--- src/rtl/core_bus_arbiter.sv ---
// core_bus_arbiter
// Arbitrates the core's instruction bus (ibus) and data bus (dbus) onto one
// memory request channel. One transaction is outstanding at a time; the
// winning request is latched so the memory side sees stable fields until it
// signals completion.
//
// Ports:
//   clk, reset            core clock, asynchronous active-low reset
//   ireq_*                instruction fetch request (valid, 64-bit address)
//   iresp_*               fetch accept/data pulses, 32-bit instruction word
//   dreq_*                data request (valid, address, size, strobe, data)
//   dresp_*               data accept/done pulses, 64-bit load data
//   mreq_*                latched memory request (valid, write, addr, size,
//                         strobe, data)
//   mresp_valid/data      memory completion pulse and read data
//
// Configuration macro: ARB_ROUND_ROBIN_EN
//   undefined -> fixed priority, dbus wins simultaneous requests
//   defined   -> 1-bit last-grant register; the bus not granted last wins
module core_bus_arbiter (
  input  logic        clk,
  input  logic        reset,
  input  logic        ireq_valid,
  input  logic [63:0] ireq_addr,
  output logic        iresp_addr_ok,
  output logic        iresp_data_ok,
  output logic [31:0] iresp_data,
  input  logic        dreq_valid,
  input  logic [63:0] dreq_addr,
  input  logic [2:0]  dreq_size,
  input  logic [7:0]  dreq_strobe,
  input  logic [63:0] dreq_data,
  output logic        dresp_addr_ok,
  output logic        dresp_data_ok,
  output logic [63:0] dresp_data,
  output logic        mreq_valid,
  output logic        mreq_write,
  output logic [63:0] mreq_addr,
  output logic [2:0]  mreq_size,
  output logic [7:0]  mreq_strobe,
  output logic [63:0] mreq_data,
  input  logic        mresp_valid,
  input  logic [63:0] mresp_data
);

  typedef enum logic [2:0] {
    ST_IDLE   = 3'd0,
    ST_BUSY_I = 3'd1,
    ST_BUSY_D = 3'd2,
    ST_RESP_I = 3'd3,
    ST_RESP_D = 3'd4
  } state_e;

  state_e      state_q, state_d;
  logic        mreq_valid_q, mreq_valid_d;
  logic        mreq_write_q, mreq_write_d;
  logic [63:0] mreq_addr_q, mreq_addr_d;
  logic [2:0]  mreq_size_q, mreq_size_d;
  logic [7:0]  mreq_strobe_q, mreq_strobe_d;
  logic [63:0] mreq_data_q, mreq_data_d;
  // addr_ok and data_ok always pulse together, so one flop drives both.
  logic        iresp_ok_q, iresp_ok_d;
  logic [31:0] iresp_data_q, iresp_data_d;
  logic        dresp_ok_q, dresp_ok_d;
  logic [63:0] dresp_data_q, dresp_data_d;
  logic        pick_dbus;

`ifdef ARB_ROUND_ROBIN_EN
  // 1 = dbus was granted last, 0 = ibus was granted last.
  logic        last_grant_q, last_grant_d;

  // Round robin: dbus wins unless ibus also requests and dbus won last time.
  assign pick_dbus = dreq_valid & (~ireq_valid | ~last_grant_q);
`else
  // Fixed priority: dbus wins whenever it requests.
  assign pick_dbus = dreq_valid;
`endif

  // Next-state, latched request fields and next registered outputs.
  always_comb begin
    state_d       = state_q;
    mreq_valid_d  = mreq_valid_q;
    mreq_write_d  = mreq_write_q;
    mreq_addr_d   = mreq_addr_q;
    mreq_size_d   = mreq_size_q;
    mreq_strobe_d = mreq_strobe_q;
    mreq_data_d   = mreq_data_q;
    iresp_ok_d    = 1'b0;
    iresp_data_d  = iresp_data_q;
    dresp_ok_d    = 1'b0;
    dresp_data_d  = dresp_data_q;
`ifdef ARB_ROUND_ROBIN_EN
    last_grant_d  = last_grant_q;
`endif
    case (state_q)
      ST_IDLE: begin
        if (pick_dbus) begin
          state_d       = ST_BUSY_D;
          mreq_valid_d  = 1'b1;
          mreq_write_d  = |dreq_strobe;
          mreq_addr_d   = dreq_addr;
          mreq_size_d   = dreq_size;
          mreq_strobe_d = dreq_strobe;
          mreq_data_d   = dreq_data;
`ifdef ARB_ROUND_ROBIN_EN
          last_grant_d  = 1'b1;
`endif
        end else if (ireq_valid) begin
          state_d       = ST_BUSY_I;
          mreq_valid_d  = 1'b1;
          mreq_write_d  = 1'b0;
          mreq_addr_d   = ireq_addr;
          mreq_size_d   = 3'd2;
          mreq_strobe_d = 8'h00;
          mreq_data_d   = 64'h0;
`ifdef ARB_ROUND_ROBIN_EN
          last_grant_d  = 1'b0;
`endif
        end else begin
          state_d = ST_IDLE;
        end
      end
      ST_BUSY_I: begin
        if (mresp_valid) begin
          state_d      = ST_RESP_I;
          mreq_valid_d = 1'b0;
          iresp_ok_d   = 1'b1;
          // Latched addr[2] picks the 32-bit half holding the instruction.
          iresp_data_d = mreq_addr_q[2] ? mresp_data[63:32] : mresp_data[31:0];
        end else begin
          state_d = ST_BUSY_I;
        end
      end
      ST_BUSY_D: begin
        if (mresp_valid) begin
          state_d      = ST_RESP_D;
          mreq_valid_d = 1'b0;
          dresp_ok_d   = 1'b1;
          dresp_data_d = mresp_data;
        end else begin
          state_d = ST_BUSY_D;
        end
      end
      // RESP is the dead cycle: a still-held request is not resampled here.
      ST_RESP_I: state_d = ST_IDLE;
      ST_RESP_D: state_d = ST_IDLE;
      default: begin
        state_d      = ST_IDLE;
        mreq_valid_d = 1'b0;
      end
    endcase
  end

  // State and registered-output flops; reset clears any in-flight transaction.
  always_ff @(posedge clk or negedge reset) begin
    if (!reset) begin
      state_q       <= ST_IDLE;
      mreq_valid_q  <= 1'b0;
      mreq_write_q  <= 1'b0;
      mreq_addr_q   <= 64'h0;
      mreq_size_q   <= 3'd0;
      mreq_strobe_q <= 8'h00;
      mreq_data_q   <= 64'h0;
      iresp_ok_q    <= 1'b0;
      iresp_data_q  <= 32'h0;
      dresp_ok_q    <= 1'b0;
      dresp_data_q  <= 64'h0;
`ifdef ARB_ROUND_ROBIN_EN
      last_grant_q  <= 1'b0;
`endif
    end else begin
      state_q       <= state_d;
      mreq_valid_q  <= mreq_valid_d;
      mreq_write_q  <= mreq_write_d;
      mreq_addr_q   <= mreq_addr_d;
      mreq_size_q   <= mreq_size_d;
      mreq_strobe_q <= mreq_strobe_d;
      mreq_data_q   <= mreq_data_d;
      iresp_ok_q    <= iresp_ok_d;
      iresp_data_q  <= iresp_data_d;
      dresp_ok_q    <= dresp_ok_d;
      dresp_data_q  <= dresp_data_d;
`ifdef ARB_ROUND_ROBIN_EN
      last_grant_q  <= last_grant_d;
`endif
    end
  end

  assign mreq_valid    = mreq_valid_q;
  assign mreq_write    = mreq_write_q;
  assign mreq_addr     = mreq_addr_q;
  assign mreq_size     = mreq_size_q;
  assign mreq_strobe   = mreq_strobe_q;
  assign mreq_data     = mreq_data_q;
  assign iresp_addr_ok = iresp_ok_q;
  assign iresp_data_ok = iresp_ok_q;
  assign iresp_data    = iresp_data_q;
  assign dresp_addr_ok = dresp_ok_q;
  assign dresp_data_ok = dresp_ok_q;
  assign dresp_data    = dresp_data_q;

endmodule
--- config.mk ---
export PLATFORM = sky130hd
export DESIGN_NAME = core_bus_arbiter
export DESIGN_NICKNAME = d
export VERILOG_FILES = /design/src/rtl/core_bus_arbiter.sv
export SDC_FILE = /design/constraint.sdc
export NUM_CORES = 1
export LEC_CHECK = 0
export ABC_AREA = 1
export BUFFER_PORTS_ARGS = -buffer_cell sky130_fd_sc_hd__buf_2
export CAP_MARGIN = 20
export CELL_PAD_IN_SITES_DETAIL_PLACEMENT = 0
export CELL_PAD_IN_SITES_GLOBAL_PLACEMENT = 2
export CORE_AREA = 3 3 199 201
export CTS_CLUSTER_SIZE = 30
export DETAILED_ROUTE_END_ITERATION = 6
export DIE_AREA = 0 0 202 204
export MAX_ROUTING_LAYER = met4
export PLACE_DENSITY_LB_ADDON = 0.1
export SLEW_MARGIN = 20
export SYNTH_ARGS = -nofsm -noshare
export SYNTH_HDL_FRONTEND = slang
export SYNTH_SLANG_ARGS = --single-unit
--- constraint.sdc ---
create_clock -name clk -period 2.1 [get_ports clk]
set_input_delay 0.42 -clock clk [delete_from_list [all_inputs] [get_ports clk]]
set_output_delay 0.42 -clock clk [all_outputs]
set_load 0.1 [all_outputs]
Yosys cells after proc, flatten, opt, wreduce, memory -nomap -nowiden
Index checks and enable logic that the tools add are counted.
{ "totals": {"regBits": 242, "input_bits": 272, "output_inout_bits": 241} }
{ "classes": {"n_eq_ne": 6, "n_mux": 23, "n_bitwise": 1, "n_reduce_logical": 9} }
{ "ops": {"columns": ["operator", "n"], "rows": [
  ["64-bit 2-to-1 mux", 4],
  ["32-bit 2-to-1 mux", 1],
  ["8-bit 2-to-1 mux", 2],
  ["1-bit 2-to-1 mux", 9],
  ["3-bit 2-to-1 mux", 3],
  ["3-bit case mux with 3 select lines", 1],
  ["8-bit OR reduction", 1],
  ["3-bit by 2-bit == test with 1-bit output (second input constant)", 2],
  ["2-bit AND reduction", 3],
  ["2-bit 2-to-1 mux", 2],
  ["2-bit OR reduction", 2],
  ["3-bit by 1-bit == test with 1-bit output (second input constant)", 1],
  ["3-bit == test (second input constant)", 1],
  ["3-bit logical NOT", 1],
  ["3-bit != test (second input constant)", 1],
  ["1-bit case mux with 3 select lines", 1],
  ["3-bit AND reduction", 1],
  ["2-bit by 1-bit != test with 1-bit output (second input constant)", 1],
  ["2-bit nonzero test", 1],
  ["1-bit inverter", 1]
]} }

Depth between registers and ports, before layout
Gate-level depths: netlist of the first run.
{ "logic_depth": {"word_depth": 4, "mapped_depth": 8, "depth_no_buf": 6} }

Worst setup path after synthesis of the first run
No wires, ideal clock.
{ "synth_path": {"path_type": "register to register", "from": "reg mreq_addr_q[2] (netlist: mreq_addr[2])", "to": "reg iresp_data_q[14] (netlist: iresp_data[14])", "setup_ns": 0.126, "t_arrival_ns": 1.756, "required_time_ns": 1.974, "setup_slack_ns": 0.219, "path_stages_with_launch": 6, "path_buffers": 2, "period_less_slack_ns": 1.881, "cell_sequence": "dfrtp_1 -> buf_2 -> buf_1 -> nor2_1 -> a21oi_1 -> a21oi_1"} }
{ "synth_between": {"elab_chain_len": 1} }
{ "synth_rtl": {"columns": ["item", "line", "text"], "rows": [
  ["from (decl)", "57", "logic [63:0] mreq_addr_q, mreq_addr_d;"],
  ["from (signal assigned)", "175", "mreq_addr_q <= mreq_addr_d;"],
  ["32-bit 2-to-1 mux", "129", "iresp_data_d = mreq_addr_q[2] ? mresp_data[63:32] : mresp_data[31:0];"],
  ["to (signal assigned)", "180", "iresp_data_q <= iresp_data_d;"],
  ["to (decl)", "63", "logic [31:0] iresp_data_q, iresp_data_d;"]
]} }
No other way between the ends.
A chain may end at the register's enable or synchronous reset.

Worst setup path in the final report of the first run
{ "layout_path": {"from": "reg mreq_addr_q[2] (netlist: mreq_addr[2])", "to": "out mreq_addr[2]"} }
{ "layout_rtl": {"columns": ["item", "line", "text"], "rows": [
  ["to (decl)", "38", "output logic [63:0] mreq_addr,"]
]} }
No word-level cell between the ends.

==> results of run 1 <==
cell usage in the layout (no fill, tap or decap), types with 2 or more instances in the layout:
master,count
clkinv_2,2
inv_1,39
a21oi_1,65
inv_2,4
buf_4,15
clkbuf_1,9
buf_2,511
nor2_4,2
o21ai_0,39
nand3_1,7
clkbuf_16,31
dfrtp_1,241
buf_12,11
nor2_2,2
nand2_1,478
or2_1,22
diode_2,14
nor2_1,68
clkbuf_8,5
or2_0,15
or2_2,27
o211ai_1,65
layout make-up:
| type | instances | area [µm²] | share of cell area (%) |
|---|---|---|---|
| antenna | 14 | 35.03 | 0.2449 |
| clock buffer | 45 | 878.3 | 6.141 |
| clock inverter | 5 | 56.30 | 0.3936 |
| inverter | 44 | 167.7 | 1.172 |
| multi-input combinational | 792 | 3555 | 24.85 |
| sequential | 242 | 6057 | 42.35 |
| tap | 511 | 639.4 | 4.470 |
| timing repair buffer | 539 | 2915 | 20.38 |
kinds of logic (layout without fill, tap and decap cells):
kind of cell	Yosys count	after routing	synth area share, %
flip-flops	242	242	59.47
AO/OA/AOI/OAI	170	170	9.989
buffers and inverters	116	633	5.824
other	0	14	0
AND/OR/NAND/NOR	622	622	24.72
registers in the layout, indices dropped and copies added (netlist names):
register / cells
mreq_addr: 64
state_q: 3
mreq_data: 64
dresp_addr_ok: 1
mreq_write: 1
iresp_addr_ok: 1
iresp_data: 32
dresp_data: 64
mreq_size: 3
mreq_valid: 1
mreq_strobe: 8
worst paths after layout:
kind                                      startpoint                   endpoint  slack (ns)
min reg2reg                mreq_data[58]$_DFFE_PN0P_  mreq_data[58]$_DFFE_PN0P_        0.46
min                                     dreq_size[0]   mreq_size[0]$_DFFE_PN0P_        0.07
max                         mreq_addr[2]$_DFFE_PN0P_               mreq_addr[2]        0.28
max in group asynchronous                      reset  dresp_data[1]$_DFFE_PN0P_        1.03
min in group asynchronous                      reset   mreq_data[3]$_DFFE_PN0P_        0.37
max reg2reg                     state_q[1]$_DFF_PN0_  mreq_addr[33]$_DFFE_PN0P_        0.43
metrics by stage:
step                      setup WS (ns)  cells  util (%)
after floorplan                  0.2185   1150         -
after global placement           0.4350   2127     35.29
after detailed placement         0.4052   2127     35.29
after CTS                        0.2176   2178     37.79
after global routing             0.2248   2191     37.88
final                            0.2797   2192     37.89
per-layer routing:
metal / track usage [%] / vias up
met5: - / -
met3: 6.960 / 51
met2: 31.72 / 330
li1: - / 4659
met4: 4.436 / 0
met1: 21.63 / 4305
==> flow_metrics.tcl, run 1 <==
set metrics [dict create \
    status "finished clean" \
    maxCapViolations 0 \
    routed_wirelength_mm 39.22 \
    holdBufCountCts 1 \
    numCtsBuffers 30 \
    drt_drc_violations_left 0 \
    vias 9345 \
    synth_top_flop_cell "dfrtp_1" \
    syn_area_um2 10180 \
    met2_length_mm 19.00 \
    highest_layer "met4" \
    cp_num_buf_inv 1 \
    die-area_um2 41210 \
    ioPinCount 513 \
    coreArea_um2 37760 \
    drtPass1Iterations 5 \
    area_growth_pct 40.46 \
    ys_seq_elements 242 \
    critPathTopFamily "buffers and inverters" \
    synth_warnings 0 \
    clock_latency_ns 0.55 \
    worstSetupPathType "reg2out" \
    synth_area_leaders "dfrtp_1, nand2_1, o211ai_1, a21oi_1, nor2_1" \
    antenna_found_initial 13 \
    cts.clk_slew.worst_paths_ns 0.06 \
    syn_inst 1150 \
    hold_class "in2reg" \
    crit_chain "buf_2" \
    skew_ns 0.01559 \
    cp.required_ns 1.68 \
    die_h_um 204 \
    detailed_place_hpwl_mm 29.36 \
    synth_cell_types 20 \
    rsz0062_at_grt "false" \
    grt_pass1_vias 9605 \
    fmax_mhz 549.4 \
    rows 71 \
    cp.depth 1 \
    ctsResizeCount 0 \
    critPathSlowestCell "buf_2" \
    finalCritPeriodShare_pct 86.68 \
    detail_route.wl_per_cell_um 17.89 \
    yosys.area.top_type_share_pct 59.47 \
    finalSetupTns_ns 0 \
    cts_sinks 242 \
    whs_ns 0.06935 \
    met1_length_mm 15.62 \
    grt_overflow 0 \
    die_w_um 202 \
    synth.most_common_cell "nand2_1" \
    yosys-top-cells-count "nand2_1, dfrtp_1, nor2_1, a21oi_1, o211ai_1" \
    max-clock-path-buffers 3 \
    timing.final.crit_period_ns 1.820 \
    end_kind "output port" \
    start_util_pct 26.97 \
    r2r_cells 6 \
    route.met3.wl_mm 3.581 \
    synth_edf_count 0 \
    slew_viol_final 0 \
    post_cts_buffers 0 \
    critPathMaxStageDelay_ns 0.47 \
    hold_viol 0 \
    ant_nets 0 \
    max_slew_margin_pct 51.72 \
    fin_nets 1921 \
    dpl_cell_area_um2 13320 \
    syn-num-nets 1422 \
    synth_seq_area_share_pct 59.47 \
    setup-violations-final 0 \
    cts_root_buffer "clkbuf_16" \
    drive_above_1_share_pct 37.01 \
    critPathArrivalTime_ns 1.40 \
    drt-initial-drc-count 348 \
    grt_max_degree 72 \
    gp_congestion 0.7870 \
    yosysTopAreaCell "dfrtp_1" \
    syn_avg_cell_area_um2 8.855 \
    async_flop_share_pct 100.0 \
    final_area_um2 14300 \
    ctsHtreeMaxLevel 1 \
    tightest_slew_ns 0.7243 \
    cp-start-kind "flop" \
    tritoncts "yes" \
    holdPathStages 3 \
    numPortBuffers 512 \
    track_usage_pct 18.88 \
    fill_cells 4034 \
    grt_pass1_wl_mm 58.78 \
    crit_fanout 3 \
    viasPerCell 4.263 \
]
Power of run 1 is not shown: default switching activity piles up to over one toggle a cycle in this logic, so the estimate is an artifact.
==> run 2: changes to the inputs <==
--- a/config.mk
+++ b/config.mk
@@ -15,7 +15,7 @@
 export DETAILED_ROUTE_END_ITERATION = 6
 export DIE_AREA = 0 0 202 204
 export MAX_ROUTING_LAYER = met4
-export PLACE_DENSITY_LB_ADDON = 0.1
+export PLACE_DENSITY = 0.81
 export SLEW_MARGIN = 20
 export SYNTH_ARGS = -nofsm -noshare
 export SYNTH_HDL_FRONTEND = slang
==> flow_metrics.tcl, run 2 (synthesis gave the netlist of run 1 again) <==
set metrics [dict create \
    fin_nets 1921 \
    die_h_um 204 \
    hold_class "in2reg" \
    grt_overflow 0 \
    drt_drc_violations_left 0 \
    numPortBuffers 512 \
    grt_pass1_vias 9626 \
    ctsHtreeMaxLevel 1 \
    crit_chain "buf_2" \
    timing.final.crit_period_ns 1.805 \
    post_cts_buffers 0 \
    critPathSlowestCell "buf_2" \
    die_w_um 202 \
    hold_viol 0 \
    min_from "dreq_data[29]" \
    fmax_mhz 553.9 \
    worstSetupPathType "reg2out" \
    track_usage_pct 18.08 \
    critPathArrivalTime_ns 1.39 \
    cts.clk_slew.worst_paths_ns 0.06 \
    clock_latency_ns 0.54 \
    cp-start-kind "flop" \
    end_kind "output port" \
    worstReg2RegEnd "mreq_strobe[6]$_DFFE_PN0P_" \
    detailed_place_hpwl_mm 27.95 \
    cp_num_buf_inv 1 \
    max-clock-path-buffers 3 \
    rows 71 \
    crit_fanout 2 \
    routed_wirelength_mm 37.60 \
    critPathTopFamily "buffers and inverters" \
    vias 9483 \
    finalSetupTns_ns 0 \
    min_to "mreq_data[29]$_DFFE_PN0P_" \
    antenna_found_initial 6 \
    rsz0062_at_grt "false" \
    ioPinCount 513 \
    tritoncts "yes" \
    coreArea_um2 37760 \
    grt_pass1_wl_mm 57.41 \
    holdPathStages 3 \
    drive_above_1_share_pct 37.07 \
    max_slew_margin_pct 62.24 \
    numCtsBuffers 29 \
    cts_root_buffer "clkbuf_16" \
    detail_route.wl_per_cell_um 17.19 \
    slew_viol_final 0 \
    maxCapViolations 0 \
    final_common_cell "buf_2" \
    r2r_slack_ns 0.55 \
    cp.depth 1 \
    ant_nets 0 \
    final_cell_mix "buf_2, nand2_1, dfrtp_1, nor2_1" \
    viasPerCell 4.336 \
    finalCritPeriodShare_pct 85.97 \
    skew_ns 0.01033 \
    setup-violations-final 0 \
    critPathMaxStageDelay_ns 0.45 \
    whs_ns 0.08161 \
    grt_max_degree 66 \
    die-area_um2 41210 \
    drtPass1Iterations 5 \
    start_util_pct 26.97 \
    cts_sinks 242 \
    drt-initial-drc-count 424 \
    status "finished clean" \
    r2r_start "state_q[0]$_DFF_PN0_" \
    fill_cells 3973 \
    area_growth_pct 39.48 \
    dp_slack_ns 0.4565 \
    gp_congestion 0.8403 \
    cp.required_ns 1.68 \
    r2r_cells 7 \
    layout_setup_ws_ns 0.2947 \
    tightest_slew_ns 0.5703 \
]
==> run 2: cell types whose count changed in the layout (fill, tap and decap cells not counted) <==
cell | before | now
clkbuf_16 | 31 | 29
buf_12 | 11 | 9
diode_2 | 14 | 6
inv_6 | 1 | 0
bufinv_16 | 1 | 0
clkinv_2 | 2 | 8
clkinvlp_4 | 1 | 0
clkbuf_1 | 9 | 10
buf_4 | 15 | 18
==> run 2: routing by layer <==
| layer | vias up | track usage, % | routed length [µm] |
|---|---|---|---|
| met5 | - | - | 0 |
| met4 | 0 | 4.685 | 889 |
| met3 | 52 | 4.013 | 2684 |
| met2 | 344 | 30.37 | 18500 |
| met1 | 4439 | 22.23 | 15530 |
| li1 | 4648 | - | - |
==> run 2: through the flow <==
step / utilization [%] / instances / area [µm²]
floorplan: - / 1150 / 10180
global placement: 35.24 / 2128 / 13310
detailed placement: 35.24 / 2128 / 13310
CTS: 37.58 / 2181 / 14190
global route: 37.62 / 2187 / 14200
finish: 37.62 / 2187 / 14200
==> run 2: worst max path at each step <==
stage / from / end
2_1_floorplan: mreq_addr[2]$_DFFE_PN0P_ / iresp_data[14]$_DFFE_PN0P_
3_3_place_gp: dreq_valid / mreq_strobe[6]$_DFFE_PN0P_
3_5_place_dp: dreq_valid / mreq_strobe[6]$_DFFE_PN0P_
4_1_cts: mreq_addr[10]$_DFFE_PN0P_ / mreq_addr[10]
5_1_grt: mreq_addr[10]$_DFFE_PN0P_ / mreq_addr[10]
6_report: mreq_addr[24]$_DFFE_PN0P_ / mreq_addr[24]
==> run 2: timing repair <==
item	CTS	global route
hold buffers	1	0
endpoints found under the hold margin	51	0
resized for setup	0	0
==> run 2: worst reg2reg max path: cells and delay by family (launching register included) <==
kind	cells	cell delay, ns
flops	1	0.43
buf+inv	2	0.39
compound gates	1	0.08
simple gates	4	0.54
==> run 2: area by class of cell <==
class | count | area, µm² | area share (%)
diodes | 6 | 15.01 | 0.1057
clock buffers | 44 | 832.0 | 5.858
clock inverters | 8 | 40.04 | 0.2819
inverters | 44 | 167.7 | 1.180
multi-input cells | 792 | 3555 | 25.03
flip-flops and latches | 242 | 6057 | 42.64
well taps | 511 | 639.4 | 4.501
repair buffers | 540 | 2898 | 20.40
Power of run 2 is left out for the same reason.
